`src/rtl/music_pkg.sv`:
```
// Shared score-entry layout, sequencer states and entry decode helpers for the music design.
// Pure declarations: no logic, no latency, no flow control.
package music_pkg;

  localparam int NOTE_HI  = 15;
  localparam int NOTE_LO  = 9;
  localparam int REST_BIT = 8;
  localparam int DUR_W    = 8;
  localparam int NOTE_W   = NOTE_HI - NOTE_LO + 1;

  localparam logic [DUR_W-1:0] END_DUR = '0;

  typedef enum logic [2:0] {
    S_IDLE,
    S_FETCH,
    S_LOAD,
    S_PLAY,
    S_END
  } state_t;

  typedef struct packed {
    logic [NOTE_W-1:0] note;
    logic              rest;
    logic [DUR_W-1:0]  dur;
  } entry_t;

  function automatic entry_t decode_entry(input logic [15:0] word);
    entry_t e;
    e.note = word[NOTE_HI:NOTE_LO];
    e.rest = word[REST_BIT];
    e.dur  = word[DUR_W-1:0];
    return e;
  endfunction

  function automatic logic is_end_marker(input entry_t e);
    return e.dur == END_DUR;
  endfunction

endpackage

```
`src/rtl/tick_gen.sv`:
```
// Tempo prescaler: one-cycle registered tick every TICK_DIV cycles, phase restarted by restart.
// The first tick after a restart is seen exactly TICK_DIV cycles after the restart edge; never stalls.
module tick_gen #(
  parameter int TICK_DIV = 750000
) (
  input  logic clk,
  input  logic rst,
  input  logic restart,
  output logic tick
);

  localparam int CW = $clog2(TICK_DIV);
  localparam logic [CW-1:0] LAST = CW'(TICK_DIV - 1);
  // tick is registered, so it is raised one count early to land on the wrap edge
  localparam logic [CW-1:0] PRE  = CW'(TICK_DIV - 2);

  logic [CW-1:0] cnt;

  always_ff @(posedge clk) begin
    if (rst || restart) begin
      cnt  <= '0;
      tick <= 1'b0;
    end else begin
      cnt  <= (cnt == LAST) ? '0 : cnt + 1'b1;
      tick <= (cnt == PRE);
    end
  end

endmodule

```
`src/rtl/note_sequencer.sv`:
```
// Score player: walks the note ROM and issues timed on/off/done strobes to the tone generator.
// First strobe 3 cycles after start; following entries are prefetched so strobes never slip.
module note_sequencer
  import music_pkg::*;
#(
  parameter int ADDR_W   = 6,
  parameter int TICK_DIV = 750000,
  parameter int ARTIC    = 1
) (
  input  logic              clk,
  input  logic              rst,
  input  logic              start,
  input  logic              stop,
  input  logic              loop,
  output logic [ADDR_W-1:0] rom_addr,
  input  logic [15:0]       rom_data,
  output logic              on,
  output logic              off,
  output logic [NOTE_W-1:0] note,
  output logic              busy,
  output logic              done
);

  localparam logic [ADDR_W-1:0] ADDR_MAX = '1;

  state_t            state, state_d;
  logic [ADDR_W-1:0] rom_addr_d;
  logic              on_d, off_d, done_d, busy_d;
  logic [NOTE_W-1:0] note_d;
  logic [DUR_W-1:0]  remaining, remaining_d;
  entry_t            hold, hold_d;
  logic [1:0]        pf_cnt, pf_cnt_d;
  logic              wrap_pend, wrap_pend_d;
  logic              cur_rest, cur_rest_d;
  logic              loop_q, loop_q_d;

  logic              restart;
  logic              tick;
  entry_t            rom_e;
  logic              commit;
  entry_t            commit_e;
  logic              commit_end;

  assign rom_e = decode_entry(rom_data);

  tick_gen #(
    .TICK_DIV(TICK_DIV)
  ) u_tick_gen (
    .clk    (clk),
    .rst    (rst),
    .restart(restart),
    .tick   (tick)
  );

  always_comb begin
    state_d     = state;
    rom_addr_d  = rom_addr;
    on_d        = 1'b0;
    off_d       = 1'b0;
    done_d      = 1'b0;
    note_d      = note;
    remaining_d = remaining;
    hold_d      = hold;
    pf_cnt_d    = pf_cnt;
    wrap_pend_d = wrap_pend;
    cur_rest_d  = cur_rest;
    loop_q_d    = loop_q;
    restart     = 1'b0;
    commit      = 1'b0;
    commit_e    = rom_e;
    commit_end  = 1'b0;

    case (state)
      S_IDLE: begin
        if (start && !stop) begin
          state_d     = S_FETCH;
          rom_addr_d  = '0;
          wrap_pend_d = 1'b0;
        end
      end
      S_FETCH: state_d = S_LOAD;
      S_LOAD: begin
        commit     = 1'b1;
        commit_e   = rom_e;
        commit_end = is_end_marker(rom_e);
      end
      S_PLAY: begin
        // ROM word for the address bumped at commit is valid on the second PLAY cycle
        if (pf_cnt == 2'd1) hold_d = rom_e;
        if (pf_cnt != 2'd2) pf_cnt_d = pf_cnt + 2'd1;
        if (tick) begin
          if (remaining == DUR_W'(1)) begin
            commit     = 1'b1;
            commit_e   = hold;
            commit_end = wrap_pend || is_end_marker(hold);
          end else begin
            remaining_d = remaining - 1'b1;
            if ((ARTIC != 0) && (remaining == DUR_W'(2)) && !cur_rest) off_d = 1'b1;
          end
        end
      end
      S_END: begin
        rom_addr_d = '0;
        if (loop_q) begin
          state_d     = S_FETCH;
          wrap_pend_d = 1'b0;
        end else begin
          state_d = S_IDLE;
        end
      end
      default: state_d = S_IDLE;
    endcase

    if (commit) begin
      if (commit_end) begin
        state_d  = S_END;
        loop_q_d = loop;
        if (!loop) begin
          off_d  = 1'b1;
          done_d = 1'b1;
        end
      end else begin
        state_d     = S_PLAY;
        remaining_d = commit_e.dur;
        restart     = 1'b1;
        pf_cnt_d    = 2'd0;
        cur_rest_d  = commit_e.rest;
        // the entry after the last ROM address counts as an end marker
        wrap_pend_d = (rom_addr == ADDR_MAX);
        rom_addr_d  = rom_addr + 1'b1;
        if (commit_e.rest) begin
          off_d = 1'b1;
        end else begin
          on_d   = 1'b1;
          note_d = commit_e.note;
        end
      end
    end

    if (stop && (state != S_IDLE)) begin
      state_d    = S_IDLE;
      rom_addr_d = '0;
      on_d       = 1'b0;
      off_d      = 1'b1;
      done_d     = 1'b0;
      restart    = 1'b0;
    end

    busy_d = (state_d != S_IDLE);
  end

  always_ff @(posedge clk) begin
    if (rst) begin
      state     <= S_IDLE;
      rom_addr  <= '0;
      on        <= 1'b0;
      off       <= 1'b0;
      done      <= 1'b0;
      busy      <= 1'b0;
      note      <= '0;
      remaining <= '0;
      hold      <= '0;
      pf_cnt    <= 2'd0;
      wrap_pend <= 1'b0;
      cur_rest  <= 1'b0;
      loop_q    <= 1'b0;
    end else begin
      state     <= state_d;
      rom_addr  <= rom_addr_d;
      on        <= on_d;
      off       <= off_d;
      done      <= done_d;
      busy      <= busy_d;
      note      <= note_d;
      remaining <= remaining_d;
      hold      <= hold_d;
      pf_cnt    <= pf_cnt_d;
      wrap_pend <= wrap_pend_d;
      cur_rest  <= cur_rest_d;
      loop_q    <= loop_q_d;
    end
  end

endmodule

```
`config.mk`:
```
export PLATFORM = sky130hd
export DESIGN_NAME = note_sequencer
export DESIGN_NICKNAME = d
export VERILOG_FILES = /design/src/rtl/music_pkg.sv /design/src/rtl/tick_gen.sv /design/src/rtl/note_sequencer.sv
export SDC_FILE = /design/constraint.sdc
export NUM_CORES = 1
export LEC_CHECK = 0
export CORE_ASPECT_RATIO = 1.5
export CORE_UTILIZATION = 51
export DETAILED_ROUTE_END_ITERATION = 8
export GPL_TIMING_DRIVEN = 0
export PLACE_DENSITY = 0.8
export SETUP_SLACK_MARGIN = 0.5
export SLEW_MARGIN = 20
export SYNTH_ARGS = -nofsm -noshare
export SYNTH_HDL_FRONTEND = slang
export SYNTH_SLANG_ARGS = --single-unit
```
`constraint.sdc`:
```
create_clock -name clk -period 1.9 [get_ports clk]
set_input_delay 0.38 -clock clk [delete_from_list [all_inputs] [get_ports clk]]
set_output_delay 0.38 -clock clk [all_outputs]
set_load 0.05 [all_outputs]
```
After elaboration in Yosys (flattened, before gate mapping) --
Cells that the tools add are included.
Cells by class: $add $sub $neg 4, $mul 0, div/mod/pow operators 0, magnitude comparators 0, eq/ne operators 11, shifts and indexed selects 0, multiplexer cells 47, bitwise operators 3, reductions and logical operators 21
Operators by type and width (count):
- $mux W16 | 3
- $eq A20 B20 Y1 const B | 2
- $mux W8 | 5
- $mux W1 | 23
- $add A20 B1 Y20 const B | 1
- $mux W6 | 3
- $logic_not A8 Y1 | 2
- $mux W3 | 4
- $pmux W3 S4 | 1
- $pmux W6 S2 | 1
- $eq A8 B1 Y1 const B | 1
- $eq A8 B2 Y1 const B | 1
- $mux W2 | 4
- $reduce_or A4 Y1 | 2
- $sub A8 B1 Y8 const B | 1
- $add A6 B1 Y6 const B | 1
- $eq A3 B2 Y1 const B | 2
- $eq A6 B6 Y1 const B | 1
- $pmux W1 S2 | 3
- $reduce_and A2 Y1 | 3
- $reduce_bool A3 Y1 | 2
- $reduce_or A2 Y1 | 3
- $eq A3 B1 Y1 const B | 1
- $eq A3 B3 Y1 const B | 1
- 9 further kinds | 15
Storage, ports and cells: register bits 70, latch bits 0, RAM bits 0, bits in read-only memories 0, input port bits 21, output and inout port bits 17, memories kept 0

Logic depth before layout (Yosys ltp) --
Gate-level depths: netlist of the first run.
depth after elaboration 10, mapped depth 9, mapped depth without buffers 7

Cells and area by module --
A second synthesis of the first run with hierarchy kept.
Unflattened totals: cell total of the unflattened synthesis 416, area, all modules 3439.5 um2
By module, submodules not included:
- note_sequencer | times used 1, cells an instance 305, area an instance 2453.6 um2, sequential area each 980.9 um2
- tick_gen | times used 1, cells an instance 111, area an instance 985.9 um2, sequential area each 420.4 um2

Least setup slack after synthesis of the first run --
No wires, ideal clock.
kind reg2reg, start point register remaining[1], end point register off, library setup time 0.147 ns, data arrival time 1.725 ns, path slack 0.028 ns, stages on the path, launching flop included 10, period minus slack after synthesis 1.872 ns, cell sequence dfxtp_1 inv_1 ha_1 nor3b_2 nand3_4 o211a_1 buf_6 buf_6 a22oi_1 a31oi_1
Between the ends: word-level cells in the longest chain between the ends 10, elaborated cells between the ends (all ways) 21, those cells by class 2 x eq/ne; 18 x mux; 1 x reduce/logical
Ends and longest elaborated chain:
- from (decl) | RTL line note_sequencer.sv:30 | logic [DUR_W-1:0] remaining, remaining_d;
- from (signal assigned) | RTL line note_sequencer.sv:175 | remaining <= remaining_d;
- $eq A8 B2 Y1 | RTL line note_sequencer.sv:98 | if ((ARTIC != 0) && (remaining == DUR_W'(2)) && !cur_rest) off_d = 1'b1;
- $logic_and A1 B1 Y1 | RTL line note_sequencer.sv:98
- $mux W1 | RTL line note_sequencer.sv:98
- $mux W1 | RTL line note_sequencer.sv:92 | if (remaining == DUR_W'(1)) begin
- $mux W1 | RTL line note_sequencer.sv:91 | if (tick) begin
- $mux W1 | RTL line note_sequencer.sv:73 | case (state)
- $mux W1, on equally long branches | RTL line note_sequencer.sv:131, note_sequencer.sv:118
- $mux W1 | RTL line note_sequencer.sv:115 | if (commit_end) begin
- $mux W1 (*) | RTL line note_sequencer.sv:114 | if (commit) begin
- $mux W1 (*) | RTL line note_sequencer.sv:140 | if (stop && (state != S_IDLE)) begin
- to (signal assigned) | RTL line note_sequencer.sv:157 | off <= 1'b0;
- to (signal assigned) | RTL line note_sequencer.sv:171 | off <= off_d;
- to (decl) | RTL line note_sequencer.sv:18 | output logic off,
Mark *: on every way between the ends. The rest lies on a longest branch, timed or not. A chain may end at the register's enable or synchronous reset.

Final worst setup path of the first run --
start point register remaining[1], end point register note[4]
Between the ends: word-level cells in the longest chain between the ends 6, elaborated cells between the ends (all ways) 13, those cells by class 1 x eq/ne; 9 x mux; 2 x bitwise; 1 x reduce/logical
Ends and longest elaborated chain:
- $eq A8 B1 Y1 (*) | RTL line note_sequencer.sv:92
- $mux W1 or $mux W16 (tied branches) | RTL line note_sequencer.sv:92
- $mux W1 or $mux W16 (tied branches) | RTL line note_sequencer.sv:91
- $pmux W1 S2 or $mux W16 (tied branches) | RTL line note_sequencer.sv:73
- $not A1 Y1 (no source line)
- $reduce_and A3 Y1 (no source line)
- to (signal assigned) | RTL line note_sequencer.sv:174 | note <= note_d;
- to (decl) | RTL line note_sequencer.sv:19 | output logic [NOTE_W-1:0] note,
Marked as above.

==> impl.org, run 1 <==
** Status
- The flow ran to the end, but the final reports show violations.
- Violations in the final reports :: setup timing

** Drt
- Routed wire length :: 10040 microns
- The detail route stage leaves a number of antenna-violating nets equal to 0.
- The detailed router placed approximately 3300 vias in this run.
- In this run, the number of DRC markers left after iteration 0 of detailed routing was 260.
- Average wire per standard cell :: 18.56 microns
- The first TritonRoute pass finished after 5 iterations.
- Using the TritonRoute via totals, the vias-per-cell ratio works out to 6.039.
- Remaining routing DRC violations :: 0

** Yosys
- Part of the Yosys area used for sequential elements :: about 41%
- Synthesis instantiated 57 different standard cells from the library.
- In the synthesized netlist the dominant register cell turns out to be dfxtp_1.
- In the synthesized netlist, the number of instances is 390.
- Most common cell in the synthesized netlist :: dfxtp_1
- Area share of the leading cell type in the synthesized netlist :: between 40% and 50%
- Net count after synthesis :: about 420
- The average instance in the mapped netlist occupies 8.784 sq um.
- After synthesis, the cell types taking the most area are dfxtp_1 (41%), nand2_1 (6.5%), xnor2_1 (5.1%).
- Netlist Area Pre-Place :: roughly 3400 sq um
- Number of synthesized register bits :: 70
- Dominant cell type by area after synthesis :: dfxtp_1
- Post-synth EDFFs :: 0
- Yosys printed 0 warnings.
- Ranked by instance count, the synthesized netlist is headed by dfxtp_1 (70), nand2_1 (59), nor2_1 (35).
- In the synthesized netlist the async set-or-reset flop fraction comes to 0%.

** Setup path
- Data required time at the worst endpoint :: 2.16 ns
- The worst setup path is captured at a flop.
- In this run the critical register-to-register path is captured at note[4].
- The worst setup path is of the flop to flop kind.
- Across all register-to-register paths, the minimum setup slack is -0.10 ns.
- STA classifies the critical path startpoint as a flop.
- CP Capture Point :: note[4]
- For the worst setup path, the data arrival time is 2.26 ns.
- Of all nets on the critical path, the largest fanout is 5.
- Startpoint of the lowest-slack register-to-register path :: remaining[1]
- The most critical setup path has its startpoint at remaining[1].
- For the worst flop-to-flop path, the logic depth is 10.

** Floorplanning
- Once the floorplan was initialized, standard cells occupied 52.82% of the core.
- In this run the horizontal extent of the chip is 68.92 microns.
- The die is 102.4 microns tall.
- After floorplanning, the core was divided into 36 placement rows.
- Area of the placeable core :: 6486 sq um
- The die covers 7056 sq um.
- In this run the count of I/O pins placed on the die edge is 38.

** Global routing
- Antenna violations before repair :: 0
- Entering global routing, the biggest net connects 12 pins.
- First-pass GRT wire length :: 14680 microns
- For this run the aggregate overflow at the end of global routing stands at 0.
- Via count of the first global-routing pass :: 3170
- Global routing consumed, over all layers together, between 20% and 30% of the routing resources.

** Place
- The count of buffers added on input and output ports is 37.
- The congestion estimate from routability-driven global placement came to 0.8931.
- Placed cell count :: 503
- HPWL Detailed :: 5834 microns

** Cells and area
- Final-stage net count :: between 400 and 500
- Relative area change from synthesis to final layout :: 38.97%
- At the end of the flow the core is filled with cells to between 70% and 80%.
- Number of filler instances in the final layout :: between 400 and 500
- Antenna Cells :: 0
- Cells with a size suffix above 1 make up 30.97% of the layout.
- Post-layout instance count excluding filler cells :: 541

** Worst hold path
- The startpoint identified for the worst hold timing path is hold[9].
- Type of the worst min-delay path :: flop to flop

** Pwr
- For this design the ratio of total power to cell area is between 600 and 700 nW/um^2.
- Pleak :: 1.773 nW
- Worst IR drop on VDD :: 526.3 uV
- The completed layout was analyzed and its total power is 3.062 mW.

** STA
- Count of pins over their slew limit :: 0
- In this run the tightest slew margin relative to its limit is between 60% and 70%.
- For this run, the top clock speed supported by timing is 499.8 MHz.
- Fraction of the cycle the final worst path needs :: 105.3%
- In the final timing run, aggregate negative setup slack is -1.533 ns.
- Setup Skew :: between 0.009 and 0.01 ns
- At the pin with the least slew margin, the transition time is a little under 0.5 ns.
- Across all setup checks in the final design, the least slack found is -0.1006 ns.
- The hold violation count in the final report came to 0.
- Setup repair after global routing could not meet its margin everywhere.
- Counting I/O delays and the setup requirement, the final critical path takes 2.001 ns.
- Setup violations remaining at the end of the flow were counted as 33.

** Clock tree
- Counting the buffers created by CTS gives 9.
- The cell sitting at the root of the clock tree is a clkbuf_8.
- TritonCTS clock tree :: done
- Number of sinks driven by the clock tree :: 70
- Hold-fix buffers, CTS :: 0
- Clock-pin slew was measured on the worst setup and hold paths at ~0.080 ns.
- H-tree depth :: 3
- Number of buffers between clock root and the deepest sink :: 2
- The later pin in the worst-skew pair is clocked with a latency of 0.35 ns.

** Run
- Max-Cap Viols :: 0
flip-flops by register name, summed over array words and instances (netlist names), 2 cells and up:
register and cells:
u_tick_gen.cnt 20, remaining 8, rom_addr 6, note 7
state 3, pf_cnt 2, hold 16
placed cells by master (no fill, tap or decap), types with 3 or more instances in the layout:
cell and count:
mux2i_1 13, nand2_1 52, buf_12 3, nor4_4 4
nor3_1 6, inv_1 10, nand2b_1 4, buf_8 5
buf_2 12, nand4b_1 4, dfxtp_2 6, nand4_1 6
clkdlybuf4s50_1 17, a31oi_1 3, a311oi_2 7, and2_1 3
nor3_2 4, nand2_4 3, nor4_1 5, xor2_1 4
nand3_1 18, buf_4 18, a21oi_1 22, clkinv_2 3
dfxtp_1 63, nand2_2 3, a21oi_2 11, nor2_1 33
a211oi_2 3, o21ai_0 3, buf_6 13, clkbuf_8 12
xnor2_1 20, a21o_1 4, ha_1 7, and3_1 4
power by group:
group	internal, mW	switching [mW]
registers	1.48	0.0186
clock network	0.672	0.567
logic	0.141	0.180
through the flow:
step                      setup slack (ns)  instance area, sq um  hold slack (ns)
after CTS                         -0.03772                  4477           0.4570
after global routing               -0.1521                  4761           0.4591
after global placement             -0.5812                  3975           0.4409
final                              -0.1006                  4761           0.4546
after floorplan                     0.1313                  3510           0.4357
after detailed placement           -0.5945                  3975           0.4477
logic make-up after synthesis:
family	Yosys count	share of synthesized area, %
xor gates and xnor gates	24	6.136
and+or+nand+nor	169	24.65
muxes	16	5.076
DFF	70	40.91
AOI/OAI and AO/OA	74	15.92
buffers and inverters	29	4.383
adders and majority gates	8	2.922
critical path: stages, from the launching register on:
cell	delay (ns)
dfxtp_4	0.36
inv_4	0.06
ha_4	0.12
nor3b_4	0.31
nand3_4	0.19
buf_12	0.17
mux2i_4	0.18
buf_6	0.15
buf_6	0.13
a21oi_2	0.05
a311oi_1	0.19
worst min path at each step:
stage	to	slack (ns)	depth (start not counted)
3_3_place_gp	hold[14]	0.44	2
3_5_place_dp	hold[11]	0.45	2
4_1_cts	hold[11]	0.46	2
5_1_grt	hold[7]	0.46	3
2_1_floorplan	hold[10]	0.44	2
6_report	hold[9]	0.45	2
area by class of cell:
type	instances	area, sq um	area share (%)
buffer	18	219.0	4.599
clock buffer	12	155.1	3.259
inverter	11	43.79	0.9198
timing repair buffer	59	541.8	11.38
multi-input combinational	291	2248	47.23
sequential	70	1413	29.67
tap	76	95.09	1.997
clock inverter	4	45.04	0.9461
timing repair:
action                                  in CTS  in global routing
gates resized for setup                    145                 55
pin swaps                                   16                  7
setup buffers                               13                  7
endpoints found under the setup margin      87                 69
gates cloned                                 2                  0
layer usage:
layer,global-route usage (%),share of wire (%),vias to the layer above
met2,47.80,52,141
met4,15.86,4.4,0
met3,7.589,5.1,47
met1,30.91,38,1551
li1,-,-,1528
met5,0,0,-
Power figures use the tool's default switching activity.
==> inputs of run 2 (changes only) <==
- CORE_UTILIZATION: 51 -> 53
- CTS_BUF_LIST: unset -> sky130_fd_sc_hd__clkbuf_4 sky130_fd_sc_hd__clkbuf_8
- PLACE_DENSITY: 0.8 -> 0.83
==> run 2 against run 1 <==
  * The flow still finishes with violations (setup timing)
  * First-iteration DRC count up 33%
  * Largest power group unchanged
  * Setup slack worse by 0.036 ns
  * Clock power down 10%
  * Global-route usage up 6.4 points
  * Critical path type unchanged
  * Utilization up 9.1 points
  * Largest cell class unchanged
  * Sequential cell count unchanged
  * Sequential share of layout area down 1.9 points
  * Critical endpoint is now note[5]
  * Combinational power up 16%
  * Sequential power about the same
==> impl.org, run 2 (synthesized netlist as in run 1, its figures left out) <==
** Cells and area
- Final-stage net count :: 509 (+4.1%)
- Flip-flop count of the largest register after layout :: 20 (unchanged)
- The proportion of layout cells with a drive suffix above 1 was 40.62% (+9.7 points).
- Relative area change from synthesis to final layout :: 48.65%
- Leaving out fill and tap cells, the most frequent cells in the layout are dfxtp_1 (62), nand2_1 (49), buf_6 (27).
- The register with the most flip-flops in the final layout is u_tick_gen.cnt.
- The library cell used most frequently in the layout, excluding fill and tap cells, is dfxtp_1.
- Registers with the most flip-flops :: u_tick_gen.cnt (20), hold (16), remaining (8)
- Number of filler instances in the final layout :: 338 (-28%)
- The count of antenna diodes in the layout came to 0 (unchanged).

** Setup path
- Peak fanout along the critical path :: 5 (unchanged)
- Cells traversed along the worst timing path :: ha_4, nor3b_4, nand3_4, buf_6, mux2i_4, buf_6, a21oi_2, a311oi_1
- Biggest cell delay along the critical path :: 0.40 ns (+0.04 ns)
- Worst path arrival time :: 2.29 ns (+0.03 ns)
- CP top delay family :: simple AND/OR/NAND/NOR gates
- The number of buffer and inverter stages on the critical path is 2 (-2).
- The data required time of the worst path came to 2.16 ns (about the same).
- Slowest-stage cell, CP :: dfxtp_2
- Most prevalent standard cell on the critical path :: buf_6
- The worst setup path is captured at a flop.
- Worst Setup Path Type :: flop to flop
- Kind of start point of the critical path :: flop

** STA
- The setup clock skew after layout came to 0.009042 ns (+0.000009380 ns).
- RSZ-0062 raised after global routing :: yes
- Final min period :: 2.037 ns (+0.03595 ns)
- The max-slew violation count is 0 (unchanged).
- The final clock period utilization by the worst path came to 107.2% (+1.9 points).
- Slew at the pin with the worst max-slew slack :: 0.4566 ns (-0.04082 ns)
- The worst slew slack as a fraction of its limit is 69.37% (+2.5 points).
- The final worst setup slack is -0.1366 ns (-0.03595 ns).
- The hold violation count in the final report was 0 (unchanged).
- Endpoints failing setup :: 36 (+9.1%)
- The maximum clock frequency came to 491.0 MHz (-1.8%).
- The setup TNS is -2.241 ns (-0.7083 ns).

** Floorplanning
- Die ar. :: 6796 sq um (-3.7%)
- Die boundary width :: 67.65 microns (-1.8%)
- Row count :: 35 (-2.8%)
- The core outline area was 6175 sq um (-4.8%).
- Die outline height :: 100.5 microns (-1.9%)
- Initial standard-cell utilization of the core :: 55.48% (+2.7 points)
- The count of boundary I/O pins was 38 (unchanged).

** Pwr
- Power Internal :: 2.177 mW (-5.2%)
- Sw Pwr :: 814.5 uW (+6.4%)
- Part of the power in combinational logic :: 12.5% (+2.0 points)
- The static leakage power was 1.913 nW (+7.9%).
- The sequential cell fraction of total power is 50.3% (+1.2 points).
- Worst IR drop on VDD :: 442.0 uV (-16%)
- Switching portion of total power :: 27.22% (+2.2 points)
- Power density cells :: 587.5 nW/um^2 (-8.7%)
- The clock group share of total power came to 37.3% (-3.2 points).

** Place
- The number of port buffers is 37 (unchanged).
- The half-perimeter wire length after placement came to 5871 microns (+0.62%).
- Worst setup slack before clock tree synthesis :: -0.5821 ns (+0.01237 ns)
- The routability congestion estimate from global placement was 0.8464 (-5.2%).

** Global routing
- Via count of the first global-routing pass :: 3564 (+12%)
- First-pass GRT wire length :: 17230 microns (+17%)
- The leftover overflow at the end of global routing was 0 (unchanged).
- The overall track demand over capacity in global routing was 34.63% (+6.4 points).
- Antenna violations before repair :: 0 (unchanged)
- Pin count of the biggest net entering global routing :: 12 (unchanged)

** Drt
- The DRC marker count from the first detailed-route iteration came to 345 (+33%).
- The DRC violations left is 0 (unchanged).
- Average wire per standard cell :: 22.47 microns (+21%)
- Post-detailed-route count of antenna-violating nets :: 0 (unchanged)
- The total via count after detailed routing is 3653 (+12%).
- The number of detailed-route iterations in the first pass came to 5 (unchanged).
- Routed wire length :: 12560 microns (+25%)
- Vias per cell :: 6.535 (+8.2%)

** Clock tree
- TritonCTS clock tree :: done
- Buffer cell driving the clock tree root :: clkbuf_8
- Total clock buffers created by CTS :: 9 (unchanged)
- The depth of the CTS H-tree came to 3 (unchanged).
- The clock latency on the worst-skew pair was 0.36 ns (about the same).
- Reg clk slew, reported paths :: 0.07 ns (about the same)
- The number of buffers on the longest clock path was 2 (unchanged).
- Number of sinks driven by the clock tree :: 70 (unchanged)

** Worst hold path
- Type of the worst min-delay path :: flop to flop

** Status
- The run finished, with violations left.
- The final reports fail on setup timing.

** Run
- Max-Cap Viols :: 0 (unchanged)
[run 2: stage by stage]
stage / std cells / utilization (%) / hold slack [ns] / instance area (sq um) / power [mW]
CTS: 548 / 75.85 / 0.4563 / 4683 / 2.900
detailed placement: 501 / 64.34 / 0.4460 / 3973 / 1.773
global route: 559 / 82.47 / 0.4811 / 5092 / 3.075
floorplan: 390 / - / 0.4357 / 3510 / 1.672
finish: 559 / 82.47 / 0.4587 / 5092 / 2.992
global placement: 501 / 64.34 / 0.4407 / 3973 / 1.768
[run 2: path summary, 6_finish.rpt]
path	startpoint	end	cells past startpoint	slack, ns
max	remaining[0]	note[5]	8	-0.14
min	hold[9]	hold[9]	2	0.46
max reg2reg	remaining[0]	note[5]	8	-0.14
min reg2reg	hold[9]	hold[9]	2	0.46
[run 2: what timing repair did]
action                                 4_1_cts  5_1_grt
resized for setup                          174       83
cloned                                       2        2
hold buffers                                 0        0
endpoints found under the hold margin        0        0
setup endpoints to repair                   87       74
buffers inserted                            29        9
pin swaps                                   37       34
[run 2: power groups by stage]
stage          clock network [mW]  logic, mW  registers [mW]
2_1_floorplan                   0      0.120            1.55
3_3_place_gp                    0      0.233            1.54
3_5_place_dp                    0      0.237            1.54
4_1_cts                      1.10      0.303            1.50
5_1_grt                      1.18      0.390            1.51
6_report                     1.11      0.373            1.50
[run 2: final cells by class]
class                           count  area, sq um  area share [%]
Sequential cell                    70         1414           27.76
Timing Repair Buffer               79        720.7           14.15
Tap cell                           74        92.59           1.818
Clock inverter                      4        22.52          0.4423
Multi-Input combinational cell    291         2419           47.49
Inverter                           11        43.79          0.8600
Clock buffer                       12        152.6           2.998
Buffer                             18        227.7           4.472
[run 2: routing by layer]
layer  track usage [%]  vias to the layer above  wire length, microns
li1                  -                     1579                     -
met5                 0                        -                     0
met1             36.63                     1723                  4443
met3             7.692                       92                   908
met2             56.74                      259                  6234
met4             28.31                        0                   974
[run 2: tightest hold or removal path: cells and delay by family, from the launching register on]
kind	cells	cell delay [ns]
AOI/OAI and AO/OA	1	0.05
DFF	1	0.31
and+or+nand+nor	1	0.05
